File: src/rtl/uart_pkg.sv
// Shared constants for the uart_tx_dev peripheral: register map, bit positions, FSM encoding.
package uart_pkg;

   localparam logic [1:0] ADDR_TXDATA = 2'd0;
   localparam logic [1:0] ADDR_STATUS = 2'd1;
   localparam logic [1:0] ADDR_CTRL   = 2'd2;
   localparam logic [1:0] ADDR_DIV    = 2'd3;

   localparam int STAT_BUSY  = 0;
   localparam int STAT_FULL  = 1;
   localparam int STAT_EMPTY = 2;
   localparam int STAT_OVF   = 3;

   localparam int CTRL_IEN  = 0;
   localparam int CTRL_TXEN = 1;
   localparam int CTRL_ODD  = 2;

   localparam int FRAME_DATA_BITS = 8;

   typedef enum logic [2:0] {
      ST_IDLE,
      ST_START,
      ST_DATA,
      ST_PARITY,
      ST_STOP
   } tx_state_t;

endpackage

File: src/rtl/uart_fifo.sv
// Synchronous byte FIFO; pointers carry one extra wrap bit to tell full from empty.
module uart_fifo #(
   parameter int DEPTH = 4
) (
   input  logic       clk,
   input  logic       rst_n,
   input  logic       i_push,
   input  logic [7:0] i_data,
   input  logic       i_pop,
   output logic       o_full,
   output logic       o_empty,
   output logic [7:0] o_head
);

   localparam int AW = $clog2(DEPTH);

   logic [7:0]  r_mem [DEPTH];
   logic [AW:0] r_wptr;
   logic [AW:0] r_rptr;
   logic        w_push_ok;
   logic        w_pop_ok;

   assign o_empty   = (r_wptr == r_rptr);
   assign o_full    = (r_wptr[AW] != r_rptr[AW]) && (r_wptr[AW-1:0] == r_rptr[AW-1:0]);
   assign w_pop_ok  = i_pop && !o_empty;
   // A push into a full FIFO is still accepted when the head leaves on the same edge.
   assign w_push_ok = i_push && (!o_full || w_pop_ok);
   assign o_head    = r_mem[r_rptr[AW-1:0]];

   always_ff @(posedge clk or negedge rst_n) begin
      if (!rst_n) begin
         r_wptr <= '0;
         r_rptr <= '0;
      end else begin
         if (w_push_ok) r_wptr <= r_wptr + 1'b1;
         if (w_pop_ok)  r_rptr <= r_rptr + 1'b1;
      end
   end

   // NOTE: storage is deliberately not reset; the pointers alone define which entries are valid.
   always_ff @(posedge clk) begin
      if (w_push_ok) r_mem[r_wptr[AW-1:0]] <= i_data;
   end

endmodule

File: src/rtl/uart_tx_dev.sv
// Memory-mapped 8N1 UART transmitter (bridge DEV2). Define UART_TX_PARITY_EN for a
// parity bit selected by CTRL[2] (1 = odd, 0 = even).
module uart_tx_dev
   import uart_pkg::*;
#(
   parameter int FIFO_DEPTH = 4,
   parameter int DIV_RESET  = 434
) (
   input  logic        clk,
   input  logic        reset,
   input  logic [1:0]  Addr,
   input  logic        WE,
   input  logic [31:0] DataI,
   output logic [31:0] DataO,
   output logic        IRQ,
   output logic        TxD
);

   tx_state_t   r_state, w_state_nx;
   logic [15:0] r_cnt, w_cnt_nx;
   logic [15:0] r_bitlen, w_bitlen_nx;
   logic [2:0]  r_idx, w_idx_nx;
   logic [7:0]  r_shift, w_shift_nx;
   logic        r_txd, w_txd_nx;
   logic [15:0] r_div;
   logic        r_ien, r_txen, r_ovf, r_irq;
`ifdef UART_TX_PARITY_EN
   logic        r_odd;
   logic        r_par, w_par_nx;
`endif

   logic        w_push, w_pop, w_load, w_bit_end, w_busy;
   logic        w_full, w_empty;
   logic [7:0]  w_head;
   logic        w_unused_data;

   assign w_push        = WE && (Addr == ADDR_TXDATA);
   assign w_busy        = (r_state != ST_IDLE);
   assign w_bit_end     = (r_cnt == 16'd0);
   assign w_unused_data = ^DataI[31:16];

   uart_fifo #(.DEPTH(FIFO_DEPTH)) u_fifo (
      .clk     (clk),
      .rst_n   (reset),
      .i_push  (w_push),
      .i_data  (DataI[7:0]),
      .i_pop   (w_pop),
      .o_full  (w_full),
      .o_empty (w_empty),
      .o_head  (w_head)
   );

   // NOTE: every combinational output gets a default first so no path can infer a latch.
   always_comb begin
      w_state_nx  = r_state;
      w_cnt_nx    = r_cnt;
      w_bitlen_nx = r_bitlen;
      w_idx_nx    = r_idx;
      w_shift_nx  = r_shift;
      w_load      = 1'b0;
`ifdef UART_TX_PARITY_EN
      w_par_nx    = r_par;
`endif
      unique case (r_state)
         ST_IDLE: w_load = r_txen && !w_empty;
         ST_START: begin
            if (w_bit_end) begin
               w_state_nx = ST_DATA;
               w_cnt_nx   = r_bitlen - 16'd1;
               w_idx_nx   = 3'd0;
            end else w_cnt_nx = r_cnt - 16'd1;
         end
         ST_DATA: begin
            if (w_bit_end) begin
               w_cnt_nx = r_bitlen - 16'd1;
               if (r_idx == 3'(FRAME_DATA_BITS - 1)) begin
`ifdef UART_TX_PARITY_EN
                  w_state_nx = ST_PARITY;
`else
                  w_state_nx = ST_STOP;
`endif
               end else begin
                  w_shift_nx = {1'b0, r_shift[7:1]};
                  w_idx_nx   = r_idx + 3'd1;
               end
            end else w_cnt_nx = r_cnt - 16'd1;
         end
         ST_PARITY: begin
            if (w_bit_end) begin
               w_state_nx = ST_STOP;
               w_cnt_nx   = r_bitlen - 16'd1;
            end else w_cnt_nx = r_cnt - 16'd1;
         end
         ST_STOP: begin
            if (w_bit_end) begin
               if (r_txen && !w_empty) w_load = 1'b1;
               else                    w_state_nx = ST_IDLE;
            end else w_cnt_nx = r_cnt - 16'd1;
         end
         default: w_state_nx = ST_IDLE;
      endcase

      // Frame start: the bit length is captured here so DIV writes only affect later frames.
      if (w_load) begin
         w_state_nx  = ST_START;
         w_shift_nx  = w_head;
         w_bitlen_nx = r_div;
         w_cnt_nx    = r_div - 16'd1;
`ifdef UART_TX_PARITY_EN
         w_par_nx    = (^w_head) ^ r_odd;
`endif
      end
      w_pop = w_load;

      unique case (w_state_nx)
         ST_START:  w_txd_nx = 1'b0;
         ST_DATA:   w_txd_nx = w_shift_nx[0];
`ifdef UART_TX_PARITY_EN
         ST_PARITY: w_txd_nx = w_par_nx;
`endif
         default:   w_txd_nx = 1'b1;
      endcase
   end

   always_ff @(posedge clk or negedge reset) begin
      if (!reset) begin
         r_state  <= ST_IDLE;
         r_cnt    <= '0;
         r_bitlen <= '0;
         r_idx    <= '0;
         r_shift  <= '0;
         r_txd    <= 1'b1;
`ifdef UART_TX_PARITY_EN
         r_par    <= 1'b0;
`endif
      end else begin
         r_state  <= w_state_nx;
         r_cnt    <= w_cnt_nx;
         r_bitlen <= w_bitlen_nx;
         r_idx    <= w_idx_nx;
         r_shift  <= w_shift_nx;
         r_txd    <= w_txd_nx;
`ifdef UART_TX_PARITY_EN
         r_par    <= w_par_nx;
`endif
      end
   end

   always_ff @(posedge clk or negedge reset) begin
      if (!reset) begin
         r_ien  <= 1'b0;
         r_txen <= 1'b0;
         r_div  <= 16'(DIV_RESET);
         r_ovf  <= 1'b0;
         r_irq  <= 1'b0;
`ifdef UART_TX_PARITY_EN
         r_odd  <= 1'b0;
`endif
      end else begin
         if (WE && Addr == ADDR_CTRL) begin
            r_ien  <= DataI[CTRL_IEN];
            r_txen <= DataI[CTRL_TXEN];
`ifdef UART_TX_PARITY_EN
            r_odd  <= DataI[CTRL_ODD];
`endif
         end
         if (WE && Addr == ADDR_DIV)
            r_div <= (DataI[15:0] == 16'd0) ? 16'd1 : DataI[15:0];
         if (w_push && w_full && !w_pop)   r_ovf <= 1'b1;
         else if (WE && Addr == ADDR_STATUS) r_ovf <= 1'b0;
         r_irq <= r_ien && w_empty && !w_busy;
      end
   end

   always_comb begin
      DataO = '0;
      unique case (Addr)
         ADDR_STATUS: begin
            DataO[STAT_BUSY]  = w_busy;
            DataO[STAT_FULL]  = w_full;
            DataO[STAT_EMPTY] = w_empty;
            DataO[STAT_OVF]   = r_ovf;
         end
         ADDR_CTRL: begin
            DataO[CTRL_IEN]  = r_ien;
            DataO[CTRL_TXEN] = r_txen;
`ifdef UART_TX_PARITY_EN
            DataO[CTRL_ODD]  = r_odd;
`endif
         end
         ADDR_DIV: DataO[15:0] = r_div;
         default:  DataO = '0;
      endcase
   end

   assign IRQ = r_irq;
   assign TxD = r_txd;

endmodule

File: config.mk
export PLATFORM = sky130hd
export DESIGN_NAME = uart_tx_dev
export DESIGN_NICKNAME = d
export VERILOG_FILES = /design/src/rtl/uart_pkg.sv /design/src/rtl/uart_fifo.sv /design/src/rtl/uart_tx_dev.sv
export SDC_FILE = /design/constraint.sdc
export NUM_CORES = 1
export LEC_CHECK = 0
export ABC_CLOCK_PERIOD_IN_PS = 3300
export BUFFER_PORTS_ARGS = -buffer_cell sky130_fd_sc_hd__buf_2
export CORE_MARGIN = 2
export CORE_UTILIZATION = 40
export DETAILED_ROUTE_END_ITERATION = 6
export GPL_TIMING_DRIVEN = 0
export SETUP_SLACK_MARGIN = 0.15
export SKIP_CTS_REPAIR_TIMING = 1
export SLEW_MARGIN = 30
export SYNTH_ARGS = -nofsm -noshare
export SYNTH_HDL_FRONTEND = slang
export SYNTH_SLANG_ARGS = --single-unit
export TNS_END_PERCENT = 20
File: constraint.sdc
create_clock -name clk -period 3.3 [get_ports clk]
set_input_delay 0.33 -clock clk [delete_from_list [all_inputs] [get_ports clk]]
set_output_delay 0.33 -clock clk [all_outputs]
set_load 0.02 [all_outputs]
== Yosys cells after proc, flatten, opt, wreduce, memory -nomap -nowiden ==
Memories as Yosys holds them, arrays and structs flattened.
Index checks and enable logic that the tools add are counted.
Cells by class
  eq/ne operators: 18
  bitwise operators: 0
  magnitude comparators: 0
  reductions and logical operators: 31
  $add $sub $neg: 6
  shift operators: 0
  muxes and demuxes: 32
  $mul: 0
  divide/modulo/power cells: 0
Operators with widths (count)
  2-to-1 mux 16 bit: 4
  subtractor 16 x 1 -> 16 bit (second input constant): 3
  zero test 16 bit: 2
  2-to-1 mux 8 bit: 4
  one-hot mux 16 bit (2 select lines): 1
  2-to-1 mux 3 bit: 10
  one-hot mux 3 bit (5 select lines): 1
  logical AND 1 bit: 12
  2-to-1 mux 12 bit: 1
  adder 3 x 1 -> 3 bit (second input constant): 3
  == test 3 x 2 -> 1 bit (second input constant): 3
  nonzero test 2 bit: 4
  == test 3 x 1 -> 1 bit (second input constant): 2
  == test 3 bit (second input constant): 2
  2-to-1 mux 1 bit: 6
  inequality test 2 bit (second input constant): 3
  one-hot mux 2 bit (3 select lines): 1
  one-hot mux 3 bit (2 select lines): 1
  nonzero test 3 bit: 2
  == test 2 bit (second input constant): 2
  zero test 1 bit: 4
  one-hot mux 1 bit (2 select lines): 2
  one-hot mux 2 bit (2 select lines): 1
  AND reduction 4 bit: 1
  12 further kinds: 12
Storage, ports and cells
  RAM bits: 32
  input bits: 37
  bits in latches: 0
  word-level logic and storage cells: 102
  register bits: 73
  ROM bits: 0
  memories: 1
Memories
  u_fifo.r_mem: words 4, bits a word 8, rd ports 1, clocked after memory_dff 0, wr ports 1, RTL line uart_fifo.sv:17  | logic [7:0] r_mem [DEPTH];

== Logic depth before layout (Yosys ltp) ==
Gate-level depths: netlist (run 1).
  depth after elaboration: 11
  gate-level depth with buffers: 11
  mapped depth without buffers: 8

== Cells and area by module ==
From an unflattened synthesis (run 1), not the netlist that was laid out.
Unflattened totals
  cells, all modules: 565
  area total of the unflattened synthesis: 5759.3 µm²
Modules (own cells, without submodules)
  uart_tx_dev: area each 4106.4 µm², cells an instance 469, times used 1
  uart_fifo: area each 1652.8 µm², cells an instance 96, times used 1

== Worst setup path after synthesis (run 1) ==
OpenSTA, ideal clock, no wires.
  path type: register to register
  start point: register r_cnt[0]
  end point: memory u_fifo.r_mem[2][0] (enable)
  stages on the path, launching flop included: 10
  data arrival time: 2.130 ns
  path slack: 0.838 ns
  required time: 2.968 ns
  path through: dfrtp_1 inv_1 ha_1 nor3b_2 nand4b_1 buf_2 o21ai_1 a21oi_1 nor3b_2 and2_1
Between the ends
  cells in the longest elaborated chain, start to end: 8
Ends and longest elaborated chain
  from (decl): RTL line uart_tx_dev.sv:20  | logic [15:0] r_cnt, w_cnt_nx;
  from (signal assigned): RTL line uart_tx_dev.sv:138  | r_cnt <= w_cnt_nx;
  zero test 16 bit: RTL line uart_tx_dev.sv:39  | assign w_bit_end = (r_cnt == 16'd0);
  2-to-1 mux 1 bit: RTL line uart_tx_dev.sv:95  | if (w_bit_end) begin
  one-hot mux 1 bit (2 select lines): RTL line uart_tx_dev.sv:64  | unique case (r_state)
  logical AND 1 bit: RTL line uart_fifo.sv:25  | assign w_pop_ok = i_pop && !o_empty;
  logical OR 1 bit: RTL line uart_fifo.sv:27  | assign w_push_ok = i_push && (!o_full || w_pop_ok);
  logical AND 1 bit: RTL line uart_fifo.sv:27
  2-to-1 mux 1 bit: RTL line uart_fifo.sv:42  | if (w_push_ok) r_mem[r_wptr[AW-1:0]] <= i_data;
  2-to-1 mux 1 bit (implied by the code): RTL line uart_fifo.sv:42
  to (decl): RTL line uart_fifo.sv:17
No other way between the ends.

== Worst setup path after layout (run 1) ==
  start point: register r_cnt[0]
  end point: memory u_fifo.r_mem[0][2] (enable)
Same word-level chain as after synthesis.

==> results of run 1 <==
-- critical path, cell delays in order (launching register included) --
cell and delay, ns:
sky130_fd_sc_hd__dfrtp_1 0.44, sky130_fd_sc_hd__inv_1 0.10, sky130_fd_sc_hd__ha_1 0.19, sky130_fd_sc_hd__nor3b_4 0.31, sky130_fd_sc_hd__nand4b_1 0.17, sky130_fd_sc_hd__buf_2 0.25
sky130_fd_sc_hd__o21ai_1 0.26, sky130_fd_sc_hd__a21oi_1 0.18, sky130_fd_sc_hd__nor3b_2 0.34, sky130_fd_sc_hd__and2_2 0.34
-- power groups by stage --
| stage | sequential, mW | clock [mW] | combinational, mW |
|---|---|---|---|
| finish | 2.08 | 1.11 | 1.79 |
| global route | 2.14 | 1.18 | 1.99 |
| CTS | 2.07 | 1.14 | 1.78 |
| detailed placement | 2.09 | 0 | 1.77 |
| global placement | 2.08 | 0 | 1.72 |
| floorplan | 2.00 | 0 | 1.35 |
-- cell type report --
cell class,count,area (um2),area share [%]
timing repair buffer,41,238,3.64
inverter,9,33.8,0.517
multi-input combinational,393,2680,41.1
tap,180,225,3.45
clock inverter,7,86.3,1.32
buffer,41,245,3.76
clock buffer,9,225,3.45
sequential,105,2800,42.8
-- sequential cells by signal, summed over array words and instances (netlist names) --
| register | flops |
|---|---|
| IRQ | 1 |
| r_cnt | 16 |
| u_fifo.r_mem | 32 |
| r_idx | 3 |
| r_state | 3 |
| r_bitlen | 16 |
| r_txen | 1 |
| r_ien | 1 |
| TxD | 1 |
| r_ovf | 1 |
| r_div | 16 |
| u_fifo.r_rptr | 3 |
| r_shift | 8 |
| u_fifo.r_wptr | 3 |
-- metal layers --
layer	global-route usage, %	vias up	wire length [um]
li1	-	2018	-
met3	2.72	12	579
met5	0	-	0
met2	29.2	130	6130
met1	26.7	2019	6420
met4	7.17	0	249
-- final timing paths --
kind	slack [ns]	to	depth (start not counted)	start
hold reg to reg	0.49	r_shift[3]	1	r_shift[3]
setup reg to reg	0.41	u_fifo.r_mem[0][2]	9	r_cnt[0]
min in group asynchronous	0.46	r_div[11]	2	reset
hold / removal	0.22	r_div[11]	2	DataI[11]
max in group asynchronous	2.21	TxD	3	reset
setup / recovery	0.41	u_fifo.r_mem[0][2]	9	r_cnt[0]
-- cells by family (layout without fill, tap and decap cells) --
logic type,Yosys count,in the layout
AOI/OAI and AO/OA,98,98
xor gates and xnor gates,43,43
adders and majority gates,10,10
buffers and inverters,50,107
DFF,105,105
muxes,30,30
other,1,16
and+or+nand+nor,196,196
-- placed cells by master, fill, tap and decap left out, drive strengths merged, types with 4 or more instances in the layout --
cell / n
nand2: 81
dfrtp: 67
buf: 67
edfxtp: 32
nor2: 28
o21ai: 25
xor2: 24
clkbuf: 23
a21oi: 22
xnor2: 19
mux2: 18
nor3: 17
conb: 16
inv: 14
and3: 13
a22o: 12
ha: 10
nor4: 10
or3: 9
mux4: 8
nor2b: 7
dfstp: 6
nand3: 6
a21o: 6
o211ai: 5
and2: 5
or2: 5
o31ai: 4
mux2i: 4
==> impl_metrics.py, run 1 <==
metrics = {
    "sta": {
        "worst_slack_ns": 0.412,
        "final_min_period_ns": 2.89,
        "maxClockFrequency_mhz": 346,
        "rsz0062_at_grt": "false",
        "worst_case_hold_slack_ns": 0.220,
        "number_of_pins_exceeding_their_max_slew_limit_in_the_final_report": 0,
        "timing_hold_violations_final": 0,
        "finalClockSkew_ns": 0.0120,
        "tightestPinTransition_ns": 0.851,
        "max-slew-margin-rel_pct": 42.7,
        "setup_violations": 0,
        "tns_ns": 0,
        "period_share_pct": 87.5,
    },
    "grt": {
        "grt_util_all_layers_pct": 18.8,
        "antenna_found_initial": 0,
        "grt_first_pass_wirelength_mm": 21.8,
        "global_route.overflow_total": 0,
        "largest_net_degree_at_the_start_of_global_routing": 47,
        "number_of_global_route_vias_before_repair": 4090,
    },
    "cells_and_area": {
        "final_nets": 647,
        "postLayoutCoreUtil_pct": 47.0,
        "areaGrowthSynthToFinish_pct": 14.9,
        "antenna_cells_inserted": 0,
        "drive_gt1_share_pct": 22.3,
        "final_cell_count_no_fill": 785,
        "layout.cell_area.non_filler_mm2": 0.00653,
        "layout.filler_cells": 1303,
    },
    "power_and_ir_drop": {
        "worst_ir_drop_vdd_mv": 0.378,
        "power.static_leakage_nw": 2.78,
        "intPower_mw": 3.05,
        "power-per-cell-area_mw_per_mm2": 763,
        "power_switching_share_pct": 38.8,
        "power.net_switching_mw": 1.93,
        "power_frac_comb_pct": 35.9,
        "totalPowerFinal_mw": 4.98,
        "power.clock.fraction_pct": 22.3,
        "sequential_cell_fraction_of_total_power_pct": 41.8,
    },
    "clocking": {
        "tritoncts_num_sinks": 105,
        "numCtsBuffers": 9,
        "clock_latency_on_the_worst_skew_pair_ns": 0.36,
        "clockRootBuffer": "sky130_fd_sc_hd__clkbuf_16",
        "worst_setup_hold_path_clk_slew_ns": 0.08,
        "clock_tree_from_tritoncts": "done",
        "ctsHtreeMaxLevel": 3,
        "clockBufferDepth": 2,
    },
    "floorplanning": {
        "core_area_mm2": 0.0139,
        "die-height_um": 123,
        "die-area_mm2": 0.0152,
        "dieWidth_um": 123,
        "std_cell_rows": 43,
        "ioPinCount": 71,
        "initial_core_util_pct": 40.9,
    },
    "route": {
        "dr_total_vias": 4179,
        "detail_route.wirelength_mm": 13.4,
        "route.detailed.drc": 0,
        "routedWlPerCell_um": 17.0,
        "drtIter0Drc": 243,
        "routed_via_density": 5.32,
        "route.antenna.remaining_nets": 0,
        "drt_pass1_iterations": 5,
    },
    "placement": {
        "cell_count_after_placement": 767,
        "numPortBuffers": 38,
        "dp_hpwl_mm": 9.74,
        "gp_congestion": 0.883,
        "post_dp_area_mm2": 0.00618,
        "detailedPlace.worstSlack_ns": 0.213,
    },
    "logic_synthesis": {
        "synth_top_cells_by_area": "sky130_fd_sc_hd__dfrtp_1 (30%), sky130_fd_sc_hd__edfxtp_1 (17%), sky130_fd_sc_hd__nand2_1 (5.4%)",
        "post_synthesis_cell_count": 533,
        "synth_simple_gate_area_share_pct": 18.0,
        "number_of_flops_mapped_to_enable_cells_by_yosys": 32,
        "synthesis.area_mm2": 0.00568,
        "yosys.cell_types.count": 68,
        "yosys_warnings": 0,
        "synthesis.area_per_instance_um2": 10.7,
        "synth_xor_xnor_area_share_pct": 6.63,
        "post_synthesis_adder_cell_area_fraction_pct": 2.20,
        "synth-seq-cells": 105,
        "largest_family_of_logic_cells_by_synthesized_area": "simple AND/OR/NAND/NOR gates",
        "synth.yosys.seq_area_share_pct": 49.2,
        "yosysTopAreaCell": "sky130_fd_sc_hd__dfrtp_1",
        "synth.mux.area_fraction_pct": 7.44,
        "synth-compound-area-share_pct": 11.6,
        "most_repeated_cell_in_the_gate_level_netlist_after_synthesis": "sky130_fd_sc_hd__nand2_1",
        "async_flop_share_pct": 69.5,
        "synth-main-ff-cell": "sky130_fd_sc_hd__dfrtp_1",
        "yosysTopAreaCellShare_pct": 29.5,
        "synth_common_cells": "sky130_fd_sc_hd__nand2_1 (81), sky130_fd_sc_hd__dfrtp_1 (67), sky130_fd_sc_hd__edfxtp_1 (32), sky130_fd_sc_hd__nor2_1 (27), sky130_fd_sc_hd__xor2_1 (24)",
    },
    "flow_run": {
        "max_cap_violations": 0,
    },
    "worst_setup_path": {
        "arrival_ns": 2.94,
        "cp-start-kind": "register",
        "timing_worst_setup_path_type": "reg2reg",
        "path_max_fanout": 10,
        "critical_path.endpoint_type": "register",
        "timing.critical_path.required_ns": 3.35,
    },
    "hold_path": {
        "min-delay-path-class": "in2reg",
    },
    "outcome": {
        "outcome": "finished clean",
    },
}
Power figures use the tool's default switching activity.
==> run 2, diff against run 1 <==
- CELL_PAD_IN_SITES_DETAIL_PLACEMENT: not set -> 0
- CELL_PAD_IN_SITES_GLOBAL_PLACEMENT: not set -> 1
- MAX_ROUTING_LAYER: not set -> met4
- PLACE_DENSITY_LB_ADDON: not set -> 0.1
==> impl_metrics.py, run 2 (synthesized netlist as in run 1, its figures left out) <==
metrics = {
    "floorplanning": {
        "std_cell_rows": 43,
        "ioPinCount": 71,
        "dieWidth_um": 123,
        "die-area_mm2": 0.0152,
        "die-height_um": 123,
        "core_area_mm2": 0.0139,
        "initial_core_util_pct": 40.9,
    },
    "worst_setup_path": {
        "cp_top_family": "simple AND/OR/NAND/NOR gates",
        "reg2reg_from": "r_cnt[0]",
        "reg2reg_slack_ns": 0.33,
        "path_max_fanout": 10,
        "crit_path_top_delay_cell": "sky130_fd_sc_hd__dfrtp_1",
        "regToRegEndpoint": "u_fifo.r_mem[2][7]",
        "timing.critical_path.required_ns": 3.35,
        "r2r_cells": 9,
        "worstPathCellList": "inv_1, ha_1, nor3b_4, nand4b_1, buf_2, o21ai_1, a21oi_1, nor3b_2, and2_2",
        "timing_worst_setup_path_type": "reg2reg",
        "cp-start-kind": "register",
        "cp_num_buf_inv": 2,
        "critical_path.endpoint_type": "register",
        "arrival_ns": 3.03,
        "crit_path_max_incr_delay_ns": 0.44,
    },
    "sta": {
        "tns_ns": 0,
        "final_min_period_ns": 2.97,
        "max-slew-margin-rel_pct": 39.6,
        "timing_hold_violations_final": 0,
        "setup_violations": 0,
        "rsz0062_at_grt": "false",
        "finalClockSkew_ns": 0.0107,
        "maxClockFrequency_mhz": 336,
        "number_of_pins_exceeding_their_max_slew_limit_in_the_final_report": 0,
        "tightestPinTransition_ns": 0.898,
        "period_share_pct": 90.1,
    },
    "route": {
        "routedWlPerCell_um": 18.2,
        "routed_via_density": 5.33,
        "drtIter0Drc": 293,
        "route.antenna.remaining_nets": 0,
        "detail_route.wirelength_mm": 14.3,
        "drt_pass1_iterations": 5,
        "dr_total_vias": 4176,
        "route.detailed.drc": 0,
    },
    "clocking": {
        "clock_latency_on_the_worst_skew_pair_ns": 0.36,
        "worst_setup_hold_path_clk_slew_ns": 0.08,
        "ctsHtreeMaxLevel": 3,
        "tritoncts_num_sinks": 105,
        "numCtsBuffers": 9,
        "clock_tree_from_tritoncts": "done",
        "clockRootBuffer": "sky130_fd_sc_hd__clkbuf_16",
        "clockBufferDepth": 2,
    },
    "grt": {
        "largest_net_degree_at_the_start_of_global_routing": 51,
        "globalRouteMet1Util_pct": 29.9,
        "groute.layer.met3.usage_pct": 3.69,
        "globalRouteMet2Util_pct": 30.1,
        "grt_util_all_layers_pct": 20.6,
        "antenna_found_initial": 0,
        "number_of_global_route_vias_before_repair": 4069,
        "global_route.overflow_total": 0,
        "grt-busiest-layer": "met2",
        "grt_first_pass_wirelength_mm": 22.8,
    },
    "cells_and_area": {
        "layout.filler_cells": 1342,
        "drive_gt1_share_pct": 22.2,
        "areaGrowthSynthToFinish_pct": 14.8,
        "antenna_cells_inserted": 0,
        "layout_common_cells": "sky130_fd_sc_hd__nand2_1 (81), sky130_fd_sc_hd__dfrtp_1 (67), sky130_fd_sc_hd__buf_2 (44)",
        "multi_input_area_mm2": 0.00268,
        "max_reg_flops": 32,
        "final_nets": 646,
        "layout.cells.most_common": "sky130_fd_sc_hd__nand2_1",
        "seqCellArea_mm2": 0.00280,
    },
    "power_and_ir_drop": {
        "power.static_leakage_nw": 2.78,
        "power-per-cell-area_mw_per_mm2": 769,
        "totalPowerFinal_mw": 5.01,
        "worst_ir_drop_vdd_mv": 0.303,
    },
    "placement": {
        "dp_hpwl_mm": 10.3,
        "numPortBuffers": 38,
        "gp_congestion": 0.874,
    },
    "hold_path": {
        "min-delay-path-class": "in2reg",
        "worst_hold_path.num_cells": 2,
        "holdPathEnd": "r_div[10]",
        "hold_crit_start": "DataI[10]",
    },
    "outcome": {
        "outcome": "finished clean",
    },
    "flow_run": {
        "max_cap_violations": 0,
    },
}
-- run 2: worst max path at each step --
stage	from	endpoint	slack [ns]	cells past startpoint
global placement	r_cnt[0]	u_fifo.r_mem[1][2]	0.16	9
global route	r_cnt[0]	u_fifo.r_mem[1][7]	0.17	9
detailed placement	r_cnt[0]	u_fifo.r_mem[1][2]	0.18	9
finish	r_cnt[0]	u_fifo.r_mem[2][7]	0.33	9
CTS	r_cnt[0]	u_fifo.r_mem[1][7]	0.15	9
floorplan	r_cnt[0]	u_fifo.r_mem[2][0]	0.84	9
-- run 2: report_power, final --
| group | internal, mW | total (mW) | switching (mW) | leakage [nW] |
|---|---|---|---|---|
| combinational | 0.793 | 1.81 | 1.01 | 1.45 |
| sequential | 1.71 | 2.09 | 0.383 | 1.17 |
| clock | 0.548 | 1.12 | 0.571 | 0.151 |
| total | 3.05 | 5.01 | 1.97 | 2.78 |
-- run 2: through the flow --
| stage | setup WS [ns] | hold slack (ns) | instance area, um2 | cells | util, % |
|---|---|---|---|---|---|
| 2_1_floorplan | 0.838 | 0.0344 | 5740 | 548 | - |
| 6_report | 0.326 | 0.211 | 6530 | 784 | 47.0 |
| 5_1_grt | 0.171 | 0.202 | 6530 | 784 | 47.0 |
| 4_1_cts | 0.153 | -0.185 | 6500 | 783 | 46.8 |
| 3_5_place_dp | 0.175 | 0.205 | 6190 | 767 | 44.6 |
| 3_3_place_gp | 0.164 | 0.460 | 6150 | 766 | 44.3 |
-- run 2: layer usage --
metal  wire (um)  vias up
li1            -     2016
met1        7120     2043
met2        6390      103
met3         588       14
met4         152        0
met5           0        -
-- run 2: final cells by class --
class / count / area share [%]
Sequential cell: 105 / 42.8
Multi-Input combinational cell: 393 / 41.1
Tap cell: 180 / 3.45
Timing Repair Buffer: 40 / 3.59
Inverter: 9 / 0.518
Buffer: 41 / 3.76
Clock inverter: 7 / 1.32
Clock buffer: 9 / 3.45
==> run 3, diff against run 2 <==
- SYNTH_HIERARCHICAL: not set -> 1
==> impl_metrics.py, run 3 <==
metrics = {
    "power_and_ir_drop": {
        "sequential_cell_fraction_of_total_power_pct": 39.3,
        "power.clock.fraction_pct": 20.0,
        "power.static_leakage_nw": 2.82,
        "power-per-cell-area_mw_per_mm2": 792,
        "power_switching_share_pct": 41.0,
        "power.net_switching_mw": 2.21,
        "power_frac_comb_pct": 40.7,
        "intPower_mw": 3.18,
        "worst_ir_drop_vdd_mv": 0.589,
    },
    "route": {
        "route.detailed.drc": 0,
        "routedWlPerCell_um": 17.6,
        "drtIter0Drc": 363,
        "detail_route.wirelength_mm": 14.5,
        "routed_via_density": 5.36,
        "route.antenna.remaining_nets": 0,
        "drt_pass1_iterations": 5,
        "dr_total_vias": 4418,
    },
    "cells_and_area": {
        "layout.cells.most_common": "sky130_fd_sc_hd__nand2_1",
        "drive_gt1_share_pct": 23.3,
        "areaGrowthSynthToFinish_pct": 18.3,
        "final_cell_count_no_fill": 825,
        "final_nets": 687,
        "layout.filler_cells": 1324,
        "layout_common_cells": "sky130_fd_sc_hd__nand2_1 (90), sky130_fd_sc_hd__dfrtp_1 (67), sky130_fd_sc_hd__buf_2 (39)",
        "max_reg_flops": 32,
        "antenna_cells_inserted": 0,
    },
    "sta": {
        "final_min_period_ns": 3.07,
        "timing_hold_violations_final": 0,
        "finalClockSkew_ns": 0.0131,
        "tightestPinTransition_ns": 0.809,
        "rsz0062_at_grt": "true",
        "setup_violations": 0,
        "number_of_pins_exceeding_their_max_slew_limit_in_the_final_report": 0,
        "maxClockFrequency_mhz": 326,
        "period_share_pct": 92.9,
        "worst_slack_ns": 0.234,
        "max-slew-margin-rel_pct": 45.6,
    },
    "clocking": {
        "clockRootBuffer": "sky130_fd_sc_hd__clkbuf_16",
        "clock_latency_on_the_worst_skew_pair_ns": 0.36,
        "numCtsBuffers": 9,
        "clockBufferDepth": 2,
        "worst_setup_hold_path_clk_slew_ns": 0.08,
        "ctsHtreeMaxLevel": 3,
        "tritoncts_num_sinks": 105,
        "clock_tree_from_tritoncts": "done",
    },
    "placement": {
        "detailedPlace.worstSlack_ns": -0.905,
        "gp_congestion": 0.889,
        "cell_count_after_placement": 799,
        "dp_hpwl_mm": 10.6,
        "numPortBuffers": 38,
    },
    "worst_setup_path": {
        "path_max_fanout": 11,
        "timing_worst_setup_path_type": "reg2reg",
        "arrival_ns": 3.19,
        "critical_path.endpoint_type": "register",
        "timing.critical_path.required_ns": 3.43,
        "cp-start-kind": "register",
    },
    "grt": {
        "global_route.overflow_total": 0,
        "number_of_global_route_vias_before_repair": 4136,
        "grt_first_pass_wirelength_mm": 22.9,
        "antenna_found_initial": 0,
        "globalRouteMet2Util_pct": 30.7,
        "globalRouteMet1Util_pct": 29.7,
        "grt-busiest-layer": "met2",
        "largest_net_degree_at_the_start_of_global_routing": 42,
        "grt_util_all_layers_pct": 20.5,
        "groute.layer.met3.usage_pct": 4.17,
    },
    "logic_synthesis": {
        "post_synthesis_cell_count": 565,
        "number_of_flops_mapped_to_enable_cells_by_yosys": 32,
        "yosysTopAreaCell": "sky130_fd_sc_hd__dfrtp_1",
        "synth.yosys.seq_area_share_pct": 48.5,
        "yosys_warnings": 6,
        "synth_common_cells": "sky130_fd_sc_hd__nand2_1 (91), sky130_fd_sc_hd__dfrtp_1 (67), sky130_fd_sc_hd__nor2_1 (34), sky130_fd_sc_hd__edfxtp_1 (32), sky130_fd_sc_hd__o21ai_0 (32)",
        "most_repeated_cell_in_the_gate_level_netlist_after_synthesis": "sky130_fd_sc_hd__nand2_1",
        "synthesis.area_mm2": 0.00576,
        "synth_top_cells_by_area": "sky130_fd_sc_hd__dfrtp_1 (29%), sky130_fd_sc_hd__edfxtp_1 (17%), sky130_fd_sc_hd__nand2_1 (5.9%)",
        "yosys.cell_types.count": 65,
        "synthesis.area_per_instance_um2": 10.2,
        "yosysTopAreaCellShare_pct": 29.1,
        "synth-seq-cells": 105,
        "synth-main-ff-cell": "sky130_fd_sc_hd__dfrtp_1",
        "async_flop_share_pct": 69.5,
    },
    "floorplanning": {
        "die-area_mm2": 0.0154,
        "core_area_mm2": 0.0140,
        "std_cell_rows": 43,
        "ioPinCount": 71,
        "initial_core_util_pct": 41.2,
        "dieWidth_um": 124,
        "die-height_um": 124,
    },
    "outcome": {
        "outcome": "finished clean",
    },
    "flow_run": {
        "max_cap_violations": 0,
    },
    "hold_path": {
        "min-delay-path-class": "in2reg",
    },
}
[run 3: cell types whose count changed in the layout (fill, tap and decap cells not counted), sizes merged, moves of 5 or more]
cell,before,now
a21oi,22,15
a22o,12,4
a22oi,2,7
buf,66,74
clkbuf,23,28
inv,13,18
nand2,81,91
nor2,28,34
nor4,10,18
o21ai,25,33
xor2,24,19
[run 3: final cells by class]
type	instances	area (um2)	area share [%]
multi-input combinational	416	2840	41.7
sequential	105	2800	41.0
timing repair buffer	49	332	4.87
buffer	45	270	3.97
clock buffer	9	225	3.30
tap	180	225	3.30
clock inverter	7	68.8	1.01
inverter	14	55.1	0.808
[run 3: path summary, 6_finish.rpt]
path,startpoint,end,slack [ns],cells past startpoint
hold reg to reg,r_shift[1],r_shift[1],0.49,1
setup / recovery,u_fifo/r_rptr[1],u_fifo/r_mem[0][0],0.23,15
setup reg to reg,u_fifo/r_rptr[1],u_fifo/r_mem[0][0],0.23,15
min in group asynchronous,reset,r_cnt[7],0.43,2
hold / removal,DataI[11],r_div[11],0.21,2
max in group asynchronous,reset,r_div[8],2.28,3
[run 3: metrics by stage]
step | setup TNS (ns) | cell area (um2) | hold WS (ns) | power [mW] | utilization [%]
global placement | -29.32 | 6240 | 0.457 | 4.06 | 44.6
global route | 0 | 6820 | 0.214 | 5.78 | 48.7
detailed placement | -28.45 | 6270 | 0.249 | 4.10 | 44.8
CTS | -29.83 | 6570 | -0.137 | 5.19 | 46.9
finish | 0 | 6820 | 0.213 | 5.40 | 48.7
floorplan | 0 | 5830 | 0.0344 | 3.52 | -
[run 3: layer usage]
metal | vias up | routed length [um] | share of wire, %
li1 | 2163 | - | -
met1 | 2117 | 6970 | 48
met2 | 129 | 6770 | 47
met3 | 9 | 680 | 4.7
met4 | 0 | 123 | 0.85
met5 | - | 0 | 0
[run 3: kinds of logic after synthesis]
kind of cell / after synthesis / share of synthesized area [%]
compound gates: 99 / 11.5
other cells: 1 / 0.0651
buf+inv: 59 / 5.06
flops: 105 / 48.5
simple gates: 222 / 19.1
xor+xnor: 34 / 5.30
mux: 35 / 8.34
fa+ha+maj: 10 / 2.17
[run 3: power by group through the flow]
stage	sequential, mW	clock [mW]	combinational (mW)
6_report	2.12	1.08	2.19
5_1_grt	2.18	1.16	2.44
4_1_cts	2.08	1.10	2.01
3_5_place_dp	2.11	0	2.00
3_3_place_gp	2.09	0	1.97
2_1_floorplan	2.01	0	1.52
[run 3: critical path, cell delays in order, from the launching register on]
cell and delay [ns]:
sky130_fd_sc_hd__dfrtp_1 0.41, sky130_fd_sc_hd__buf_8 0.17, sky130_fd_sc_hd__xor2_4 0.20, sky130_fd_sc_hd__buf_6 0.16, sky130_fd_sc_hd__or2_2 0.33, sky130_fd_sc_hd__nor2_4 0.16
sky130_fd_sc_hd__nor2b_4 0.07, sky130_fd_sc_hd__and2_4 0.15, sky130_fd_sc_hd__nand2_4 0.09, sky130_fd_sc_hd__inv_4 0.07, sky130_fd_sc_hd__buf_6 0.14, sky130_fd_sc_hd__buf_6 0.15
sky130_fd_sc_hd__o41ai_4 0.29, sky130_fd_sc_hd__buf_4 0.23, sky130_fd_sc_hd__nor2_4 0.06, sky130_fd_sc_hd__buf_12 0.13
